`src/rtl/serial_arith_pkg.sv`:
```
// Shared definitions for the bit-serial arithmetic blocks.
// Latency: n/a (types and constants only).
// Backpressure: n/a.
package serial_arith_pkg;

    // Operand width used when a block is instantiated without overriding WIDTH.
    localparam int SERIAL_WIDTH_DEFAULT = 4;

    // Control states of the serial subtractor sequencer.
    typedef enum logic [1:0] {
        IDLE = 2'd0,
        RUN  = 2'd1,
        DONE = 2'd2
    } serial_state_t;

endpackage

```
`src/rtl/full_subtractor.sv`:
```
// One-bit full subtractor: d = a - b - bin, with borrow-out.
// Latency: purely combinational.
// Backpressure: none.
// Ports: a (minuend bit), b (subtrahend bit), bin (borrow in),
//        d (difference bit), bout (borrow out).
module full_subtractor (
    input  logic a,
    input  logic b,
    input  logic bin,
    output logic d,
    output logic bout
);

    assign d    = a ^ b ^ bin;
    // Borrow when b exceeds a outright, or when they match and a borrow is pending.
    assign bout = (~a & b) | (~(a ^ b) & bin);

endmodule

```
`src/rtl/serial_subtractor.sv`:
```
// Bit-serial subtractor: d = a - b - bin mod 2^WIDTH, bout = borrow out.
// Latency: accept edge T, d/bout valid with done pulse in the cycle after edge T+WIDTH.
// Backpressure: start is only sampled in IDLE; requests while busy are dropped.
// Ports: clk, rst (sync, active-high), start, a, b, bin in;
//        busy, done (1-cycle pulse), d, bout out (registered, held between results).
module serial_subtractor
    import serial_arith_pkg::*;
#(
    parameter int WIDTH = SERIAL_WIDTH_DEFAULT
) (
    input  logic             clk,
    input  logic             rst,
    input  logic             start,
    input  logic [WIDTH-1:0] a,
    input  logic [WIDTH-1:0] b,
    input  logic             bin,
    output logic             busy,
    output logic             done,
    output logic [WIDTH-1:0] d,
    output logic             bout
);

    localparam int                CW   = (WIDTH > 1) ? $clog2(WIDTH) : 1;
    localparam logic [CW-1:0]     LAST = CW'(WIDTH - 1);

    serial_state_t    r_state;
    serial_state_t    w_state_nxt;

    logic [WIDTH-1:0] r_a;
    logic [WIDTH-1:0] r_b;
    logic [WIDTH-1:0] r_res;
    logic [WIDTH-1:0] r_d;
    logic             r_bout;
    logic             r_borrow;
    logic [CW-1:0]    r_cnt;

    logic             w_diff;
    logic             w_borrow_nxt;
    logic             w_last;
    logic [WIDTH-1:0] w_res_nxt;

    full_subtractor u_fs (
        .a    (r_a[0]),
        .b    (r_b[0]),
        .bin  (r_borrow),
        .d    (w_diff),
        .bout (w_borrow_nxt)
    );

    assign w_last    = (r_cnt == LAST);
    // Result fills from the top so the LSB ends up at bit 0 after WIDTH shifts.
    assign w_res_nxt = {w_diff, r_res[WIDTH-1:1]};

    // State register.
    always_ff @(posedge clk) begin
        if (rst) begin
            r_state <= IDLE;
        end else begin
            r_state <= w_state_nxt;
        end
    end

    // Next state and status outputs.
    always_comb begin
        w_state_nxt = r_state;
        busy        = 1'b0;
        done        = 1'b0;
        case (r_state)
            IDLE: begin
                if (start) begin
                    w_state_nxt = RUN;
                end
            end
            RUN: begin
                busy = 1'b1;
                if (w_last) begin
                    w_state_nxt = DONE;
                end
            end
            DONE: begin
                busy        = 1'b1;
                done        = 1'b1;
                w_state_nxt = IDLE;
            end
            default: begin
                w_state_nxt = IDLE;
            end
        endcase
    end

    // Operand shifters, borrow flop, counter and result capture.
    always_ff @(posedge clk) begin
        if (rst) begin
            r_a      <= '0;
            r_b      <= '0;
            r_res    <= '0;
            r_d      <= '0;
            r_bout   <= 1'b0;
            r_borrow <= 1'b0;
            r_cnt    <= '0;
        end else begin
            case (r_state)
                IDLE: begin
                    if (start) begin
                        r_a      <= a;
                        r_b      <= b;
                        r_borrow <= bin;
                        r_cnt    <= '0;
                    end
                end
                RUN: begin
                    r_a      <= {1'b0, r_a[WIDTH-1:1]};
                    r_b      <= {1'b0, r_b[WIDTH-1:1]};
                    r_res    <= w_res_nxt;
                    r_borrow <= w_borrow_nxt;
                    r_cnt    <= r_cnt + CW'(1);
                    // Publish on the final bit so d/bout are stable for the whole DONE cycle.
                    if (w_last) begin
                        r_d    <= w_res_nxt;
                        r_bout <= w_borrow_nxt;
                    end
                end
                default: begin
                end
            endcase
        end
    end

    assign d    = r_d;
    assign bout = r_bout;

endmodule
```
`config.mk`:
```
export PLATFORM = sky130hd
export DESIGN_NAME = serial_subtractor
export DESIGN_NICKNAME = d
export VERILOG_FILES = /design/src/rtl/serial_arith_pkg.sv /design/src/rtl/full_subtractor.sv /design/src/rtl/serial_subtractor.sv
export SDC_FILE = /design/constraint.sdc
export NUM_CORES = 1
export LEC_CHECK = 0
export ABC_AREA = 1
export BUFFER_PORTS_ARGS = -buffer_cell sky130_fd_sc_hd__buf_2
export CAP_MARGIN = 20
export CORE_ASPECT_RATIO = 0.6
export CORE_MARGIN = 2
export CORE_UTILIZATION = 25
export CTS_BUF_LIST = sky130_fd_sc_hd__clkbuf_2 sky130_fd_sc_hd__clkbuf_4 sky130_fd_sc_hd__clkbuf_8
export DETAILED_ROUTE_END_ITERATION = 10
export GPL_TIMING_DRIVEN = 0
export SYNTH_ARGS = -nofsm -noshare
export SYNTH_HDL_FRONTEND = slang
export SYNTH_SLANG_ARGS = --single-unit
export TNS_END_PERCENT = 30
```
`constraint.sdc`:
```
create_clock -name clk -period 1.9 [get_ports clk]
set_input_delay 0.38 -clock clk [delete_from_list [all_inputs] [get_ports clk]]
set_output_delay 0.38 -clock clk [all_outputs]
set_load 0.05 [all_outputs]
```
==> results of run 1 <==
[cell usage in the layout (no fill, tap or decap), drive strengths merged]
master,count
nand2,40
nor2,31
buf,22
dfxtp,21
inv,20
o21ai,13
a21oi,6
ha,4
clkbuf,3
nand3,2
a211oi,1
fa,1
clkinv,1
[sequential cells by signal (all words and copies together), names as in the netlist]
register  flops
r_res         3
r_state       2
r_a           4
r_cnt         2
bout          1
r_b           4
r_borrow      1
d             4
[cells by family (layout without fill, tap and decap cells)]
kind of cell	after synthesis	in the layout
AND/OR/NAND/NOR	73	73
buffers and inverters	24	46
flip-flops	21	21
AO/OA/AOI/OAI	20	20
adder cells (fa/ha/maj)	5	5
[per-layer routing]
layer	global-route usage, %	share of wire, %
met3	3.92	5.2
met5	0	0
met2	13.2	36
met4	4.55	0.68
met1	14.0	58
[layout make-up]
| type | count | area, um^2 | area share (%) |
|---|---|---|---|
| Buffer | 4 | 47.5 | 3.69 |
| Clock inverter | 1 | 5.00 | 0.388 |
| Timing Repair Buffer | 18 | 90.1 | 6.98 |
| Tap cell | 60 | 75.1 | 5.82 |
| Sequential cell | 21 | 420 | 32.6 |
| Clock buffer | 3 | 41.3 | 3.20 |
| Inverter | 20 | 82.6 | 6.40 |
| Multi-Input combinational cell | 98 | 528 | 40.9 |
[critical path, cell delays in order (launching register included)]
cell     delay (ns)
dfxtp_1        0.39
inv_1          0.08
ha_1           0.27
buf_2          0.25
[cells in the mapped netlist]
cell type	count
a21oi_2	1
o21ai_1	1
inv_1	17
nand3_1	2
nand2_2	2
dfxtp_1	21
inv_8	1
nand2_1	36
nand2_8	2
o21ai_0	6
inv_2	2
nor2_2	6
buf_6	2
ha_1	4
buf_12	1
fa_1	1
a211oi_1	1
o21ai_2	6
nor2_1	25
buf_2	1
a21oi_1	5
[stage by stage]
stage	util (%)	area, um^2	hold WS [ns]
finish	31.3	1290	0.357
global route	31.3	1290	0.350
CTS	31.3	1290	0.351
detailed placement	30.2	1240	0.455
global placement	30.2	1240	0.450
floorplan	-	1080	0.430
[worst paths after layout]
check | from | to | slack [ns] | cells after the start
setup reg to reg | r_state[1]$_SDFFE_PP0P_ | r_cnt[1]$_SDFFE_PP0P_ | 0.48 | 9
hold reg to reg | r_res[1]$_SDFFE_PP0P_ | r_res[1]$_SDFFE_PP0P_ | 0.47 | 2
hold / removal | rst | r_cnt[1]$_SDFFE_PP0P_ | 0.36 | 2
setup / recovery | r_state[1]$_SDFFE_PP0P_ | busy | 0.26 | 3
[power by group]
part           leakage, uW  switching [uW]  internal (uW)
Combinational     0.000410             246            152
Clock            0.0000255             154            146
Sequential        0.000172            20.6            493
==> flow_summary.toml, run 1 <==
[status]
status = "finished, final reports clean"

[placed_design]
gp_congestion = 0.686
post-dp-hpwl_um = 1570
placedCellCount = 221
io_buffer_count = 18
dp_slack_ns = 0.510

[sta]
rsz0062_at_grt = "false"
maxSlewViolCount = 0
setup_viol = 0
slew_headroom_pct = 83.4
worstMarginPinSlew_ns = 0.251
fin_setup_tns_ns = 0
clock-skew-final_ns = 0.00229
max_freq_ghz = 0.609
setup_ws_ns = 0.259
hold_violations = 0
fin_crit_sh_pct = 86.4
period_minus_slack_ns = 1.64

[routing]
dr.first_iter.drc_count = 59
routed_wl_um = 2050
first_pass_iters = 4
vias = 864
drt_drc_violations_left = 0
wire_per_inst_um = 9.12
drtAntennaViolNets = 0
viasPerCell = 3.84

[run]
maxCapViolations = 0

[synthesis]
synth_cell_type_count = 21
ys_seq_elements = 21
synth_nets = 160
synth.cell_area_um2 = 1080
synthAdderAreaFrac_pct = 6.50
synth-simple-area-share_pct = 30.5
muxShareOfSynthArea_pct = 0
synth-compound-area-share_pct = 11.9
synth_area_leader_cell = "dfxtp_1"
synth_area_leaders = "dfxtp_1 39%, nand2_1 13%, nor2_1 8.7%"
yosys_warnings = 0
avgSynthCellArea_um2 = 7.54
synth_xor_area_share_pct = 0
yosysTopAreaCellShare_pct = 39.0
synth_top_family_by_area = "simple AND/OR/NAND/NOR gates"
seq_area_frac_synth_pct = 39.0
synth_cells = 143

[die]
initial_core_util_pct = 26.2
rows = 18
core_area_um2 = 4120
ioPinCount = 19
dieArea_um2 = 4870
die_w_um = 88.8
dieHeight_um = 54.9

[cts]
htree_levels = 1
ctsHoldBuffers = 0
clkSinkCount = 21
clk_path_buf_depth = 2
cts_setup_buffers = 0
clkSlewWorstSetupHoldPaths_ns = 0.08
clockRootBuffer = "clkbuf_8"
cts_made_buffers = 3
cts_resized = 0
clock_latency_ns = 0.26
cts_tree = "yes"

[worst_hold_path]
hold_path_class = "input port to flip-flop"

[global_route]
grt_pass1_wl_um = 3480
antenna_found_initial = 0
grt_pass1_vias = 728
grt_max_degree = 13
grt.total_usage_pct = 9.97
overflow = 0

[power]
ir_drop_mv = 0.296
power.total_uw = 1210
power_density_nw_per_um2 = 939
p_leak_uw = 0.000608

[layout]
instances_no_fill = 225
diodes = 0
area_growth_pct = 19.6
fillers = 459
final_nets = 183
drive_gt1_share_pct = 27.9

[critical_path]
arrival_ns = 1.26
start_kind = "flip-flop"
critPathMaxFanout = 3
worstPathRequired_ns = 1.52
critPathCaptureType = "primary output"
crit_type = "flip-flop to primary output"
(Power assumes the default switching activity.)
==> run 2: changes to the inputs <==
BUFFER_PORTS_ARGS = unset   (was -buffer_cell sky130_fd_sc_hd__buf_2)
DONT_BUFFER_PORTS = 1   (was unset)
MAX_ROUTING_LAYER = met4   (was unset)
==> run 2 against run 1 <==
Power down 0.21%. Register-to-register slack about the same. Critical path depth shrank 1.
==> flow_summary.toml, run 2 (synthesis gave the netlist of run 1 again) <==
[critical_path]
critPathMaxFanout = 3
path_cells = "inv_1, ha_1"
slowest_delay_ns = 0.56
crit_path_top_delay_cell = "ha_1"
start_kind = "flip-flop"
crit_type = "flip-flop to primary output"
cp.buffers_inverters = 1
crit_family = "adder cells"
arrival_ns = 1.27
critPathCaptureType = "primary output"
worstPathRequired_ns = 1.52

[placed_design]
post-dp-hpwl_um = 1590
io_buffer_count = 0
gp_congestion = 0.696
placedCellCount = 203

[power]
pwr-share-comb_pct = 31.8
p_leak_uw = 0.000527
switchingPower_uw = 408
power_density_nw_per_um2 = 1010
pwr-share-clk_pct = 25.7
seqPwrFrac_pct = 42.4
ir_drop_mv = 0.278
intPower_uw = 801
p_sw_share_pct = 33.8

[layout]
area_growth_pct = 11.5
drive_gt1_share_pct = 19.0
fillers = 474
diodes = 0
final_core_util_pct = 29.2
instances_no_fill = 207
final_nets = 165
final_cell_mix = "36 x nand2_1, 25 x nor2_1, 21 x dfxtp_1"
layout_commonest_cell = "nand2_1"

[routing]
drt_drc_violations_left = 0
dr.first_iter.drc_count = 21
first_pass_iters = 4
vias = 790
wire_per_inst_um = 10.2
drtAntennaViolNets = 0
routed_wl_um = 2110
viasPerCell = 3.82

[cts]
clk_path_buf_depth = 2
cts_made_buffers = 3
ctsHoldBuffers = 0
clkSlewWorstSetupHoldPaths_ns = 0.07
htree_levels = 1
clock_latency_ns = 0.26
clockRootBuffer = "clkbuf_8"
cts_tree = "yes"
cts_resized = 0
clkSinkCount = 21
cts_setup_buffers = 0

[global_route]
grt_pass1_wl_um = 3620
overflow = 0
antenna_found_initial = 0
met2_usage_pct = 12.6
grt_max_degree = 12
gr-usage-met1_pct = 15.7
grt_pass1_vias = 748
top_usage_layer = "met1"
grt_use_met3_pct = 4.07
grt.total_usage_pct = 10.4

[sta]
worstMarginPinSlew_ns = 0.517
maxSlewViolCount = 0
hold_violations = 0
period_minus_slack_ns = 1.65
fin_setup_tns_ns = 0
setup_viol = 0
fin_crit_sh_pct = 86.7
rsz0062_at_grt = "false"
clock-skew-final_ns = 0.00235
slew_headroom_pct = 65.5
max_freq_ghz = 0.607

[run]
maxCapViolations = 0

[die]
rows = 18
dieHeight_um = 54.9
core_area_um2 = 4120
ioPinCount = 19
dieArea_um2 = 4870
die_w_um = 88.8
initial_core_util_pct = 26.2

[status]
status = "finished, final reports clean"

[worst_hold_path]
hold_path_class = "input port to flip-flop"
==> run 2: worst reg2reg max path: stages, from the launching register on <==
cell and delay (ns):
dfxtp_1 0.38, inv_1 0.08, ha_1 0.19, buf_6 0.15, inv_8 0.10, nand2_8 0.06
nand2_8 0.09, buf_12 0.15, nand2_2 0.05, a21oi_2 0.11
==> run 2: layout make-up <==
type	instances	area (um^2)	share of cell area, %
multi-input cells	98	528	43.9
flip-flops and latches	21	420	35.0
inverters	20	82.6	6.87
well taps	60	75.1	6.24
clock buffers	4	48.8	4.06
plain buffers	4	47.5	3.95
==> run 2: metal layers <==
| metal | wire [um] | up-vias |
|---|---|---|
| li1 | - | 447 |
| met2 | 739 | 13 |
| met3 | 109 | 3 |
| met1 | 1240 | 327 |
| met4 | 15 | 0 |
| met5 | 0 | - |
==> run 2: path summary, 6_finish.rpt <==
kind                      startpoint               endpoint  slack [ns]  depth (start not counted)
max          r_state[1]$_SDFFE_PP0P_                   busy        0.25                          2
min                              rst  r_cnt[1]$_SDFFE_PP0P_        0.17                          1
max reg2reg  r_state[1]$_SDFFE_PP0P_  r_cnt[1]$_SDFFE_PP0P_        0.49                          9
min reg2reg    r_res[1]$_SDFFE_PP0P_  r_res[1]$_SDFFE_PP0P_        0.46                          2
==> run 2: power by group through the flow <==
stage          sequential, uW  clock [uW]  combinational [uW]
2_1_floorplan             520           0                 333
3_3_place_gp              523           0                 387
3_5_place_dp              523           0                 389
4_1_cts                   513         323                 391
5_1_grt                   520         344                 441
6_report                  513         311                 385
==> run 2: stage by stage <==
step / worst slack, ns / area, um^2 / hold WS (ns) / total power [uW]
floorplan: 0.599 / 1080 / 0.430 / 852
finish: 0.252 / 1200 / 0.173 / 1210
global route: 0.200 / 1200 / 0.156 / 1310
CTS: 0.233 / 1200 / 0.164 / 1230
global placement: 0.511 / 1150 / 0.442 / 910
detailed placement: 0.515 / 1150 / 0.445 / 912
==> run 3: changes to the inputs <==
CAP_MARGIN = unset   (was 20)
CORE_ASPECT_RATIO = 0.8   (was 0.6)
SYNTH_HIERARCHICAL = 1   (was unset)
==> run 3 against run 2 <==
Non-clock buffer count unchanged. Die area down 7.0%. Area after synthesis down 7.2%. Cell count down 1.4%. Synthesized cell count up 1.4%. First-iteration DRC count up 81%. Global-route usage up 0.37 points. Register-to-register slack about the same. Combinational power down 23%. Clock skew up 0.0016 ns. Clock power down 5%. Via count up 4.7%. Highest routed layer unchanged.
==> flow_summary.toml, run 3 <==
[die]
core_area_um2 = 3830
dieHeight_um = 60.6
initial_core_util_pct = 26.1
ioPinCount = 19
dieArea_um2 = 4530
die_w_um = 74.7
rows = 20

[routing]
wire_per_inst_um = 9.73
routed_wl_um = 1980
dr.first_iter.drc_count = 38
drtAntennaViolNets = 0
drt_drc_violations_left = 0
viasPerCell = 4.05
vias = 827
first_pass_iters = 4

[run]
maxCapViolations = 0

[sta]
maxSlewViolCount = 0
rsz0062_at_grt = "false"
setup_ws_ns = 0.283
hold_violations = 0
worstMarginPinSlew_ns = 0.510
setup_viol = 0
slew_headroom_pct = 66.0
period_minus_slack_ns = 1.62
fin_crit_sh_pct = 85.1
max_freq_ghz = 0.618
fin_setup_tns_ns = 0
clock-skew-final_ns = 0.00399

[placed_design]
io_buffer_count = 0
dp_slack_ns = 0.501
post-dp-hpwl_um = 1510
placedCellCount = 200
gp_congestion = 0.734

[global_route]
grt_pass1_wl_um = 3390
overflow = 0
grt_max_degree = 13
antenna_found_initial = 0
grt.total_usage_pct = 10.7
grt_pass1_vias = 699

[critical_path]
arrival_ns = 1.24
cp.buffers_inverters = 1
cp_num_cells = 2
critPathMaxFanout = 3
start_kind = "flip-flop"
worstRegToRegCells = 8
crit_type = "flip-flop to primary output"
r2r_slack_ns = 0.50
path_cells = "inv_1, ha_1"
worstPathRequired_ns = 1.52
crit_family = "adder cells"
critPathCaptureType = "primary output"
slowest_delay_ns = 0.55
crit_path_top_delay_cell = "ha_1"

[worst_hold_path]
hold_path_depth = 1
hold_path_class = "input port to flip-flop"

[layout]
layout_commonest_cell = "nand2_1"
final_core_util_pct = 29.2
area_growth_pct = 11.5
fillers = 430
diodes = 0
instances_no_fill = 204
final_nets = 167
final_cell_mix = "46 x nand2_1, 29 x nor2_1, 21 x dfxtp_1"
drive_gt1_share_pct = 8.72

[cts]
cts_made_buffers = 3
clockRootBuffer = "clkbuf_8"
clkSinkCount = 21
cts_setup_buffers = 0
clock_latency_ns = 0.27
cts_resized = 0
clk_path_buf_depth = 2
htree_levels = 1
ctsHoldBuffers = 0
cts_tree = "yes"
clkSlewWorstSetupHoldPaths_ns = 0.08

[power]
p_leak_uw = 0.000517
ir_drop_mv = 0.486
power_density_nw_per_um2 = 992

[synthesis]
yosys_warnings = 6
synth_cells = 145
ys_seq_elements = 21
synth_cell_type_count = 17
seq_area_frac_synth_pct = 42.0
yosysTopAreaCellShare_pct = 42.0
async_flop_share_pct = 0
synth-edff-count = 0
synth_nets = 162
synth.most_common_cell = "nand2_1"
avgSynthCellArea_um2 = 6.90
synth_area_leader_cell = "dfxtp_1"
synth_common_cells = "46 x nand2_1, 29 x nor2_1, 21 x dfxtp_1, 14 x inv_1"
synth.cell_area_um2 = 1000
ys.flop_type = "dfxtp_1"
synth_area_leaders = "dfxtp_1 42%, nand2_1 17%, nor2_1 11%"

[status]
status = "finished, final reports clean"
## run 3: final cells by class
class                           instances  area, um^2  area share, %
Clock buffer                            3        41.3           3.70
Clock inverter                          1        5.00          0.448
Multi-Input combinational cell        104         488           43.7
Sequential cell                        21         420           37.7
Inverter                               16        60.1           5.38
Buffer                                  4        32.5           2.91
Tap cell                               55        68.8           6.17
## run 3: per-stage QoR
stage	total power (uW)	area [um^2]	hold slack (ns)
detailed placement	825	1070	0.446
floorplan	768	1000	0.433
CTS	1120	1120	0.164
global route	1190	1120	0.157
global placement	823	1070	0.445
finish	1110	1120	0.171
## run 3: routing by layer
metal	vias to the layer above	global-route usage, %	routed length [um]
met5	-	-	0
met1	353	14.5	999
met2	22	13.8	788
met3	4	3.99	148
li1	448	-	-
met4	0	5.36	47
## run 3: power breakdown
group	total [uW]	switching, uW	internal (uW)	leakage [uW]
logic	296	188	109	0.000319
clock network	296	150	146	0.0000255
registers	515	25.5	490	0.000172
## run 3: cells by family after synthesis
logic type / Yosys count / share of synthesized area [%]
compound gates: 15 / 7.50
fa+ha+maj: 5 / 7.00
buf+inv: 20 / 9.25
flops: 21 / 42.0
simple gates: 84 / 34.2
## run 3: path summary, 6_finish.rpt
check / from / to
worst max-delay path: r_state[1]$_SDFFE_PP0P_ / busy
worst min-delay path: rst / r_res[3]$_SDFFE_PP0P_
worst max register to register: r_state[1]$_SDFFE_PP0P_ / r_cnt[1]$_SDFFE_PP0P_
worst min register to register: r_a[3]$_SDFFE_PP0P_ / r_a[3]$_SDFFE_PP0P_
## run 3: worst register-to-register path, stage by stage (launching register included)
cell and delay (ns):
dfxtp_1 0.35, inv_1 0.07, ha_1 0.26, inv_2 0.15, nand2_2 0.09, nand2_4 0.10, buf_6 0.15, nand2_1 0.06
a21oi_1 0.11
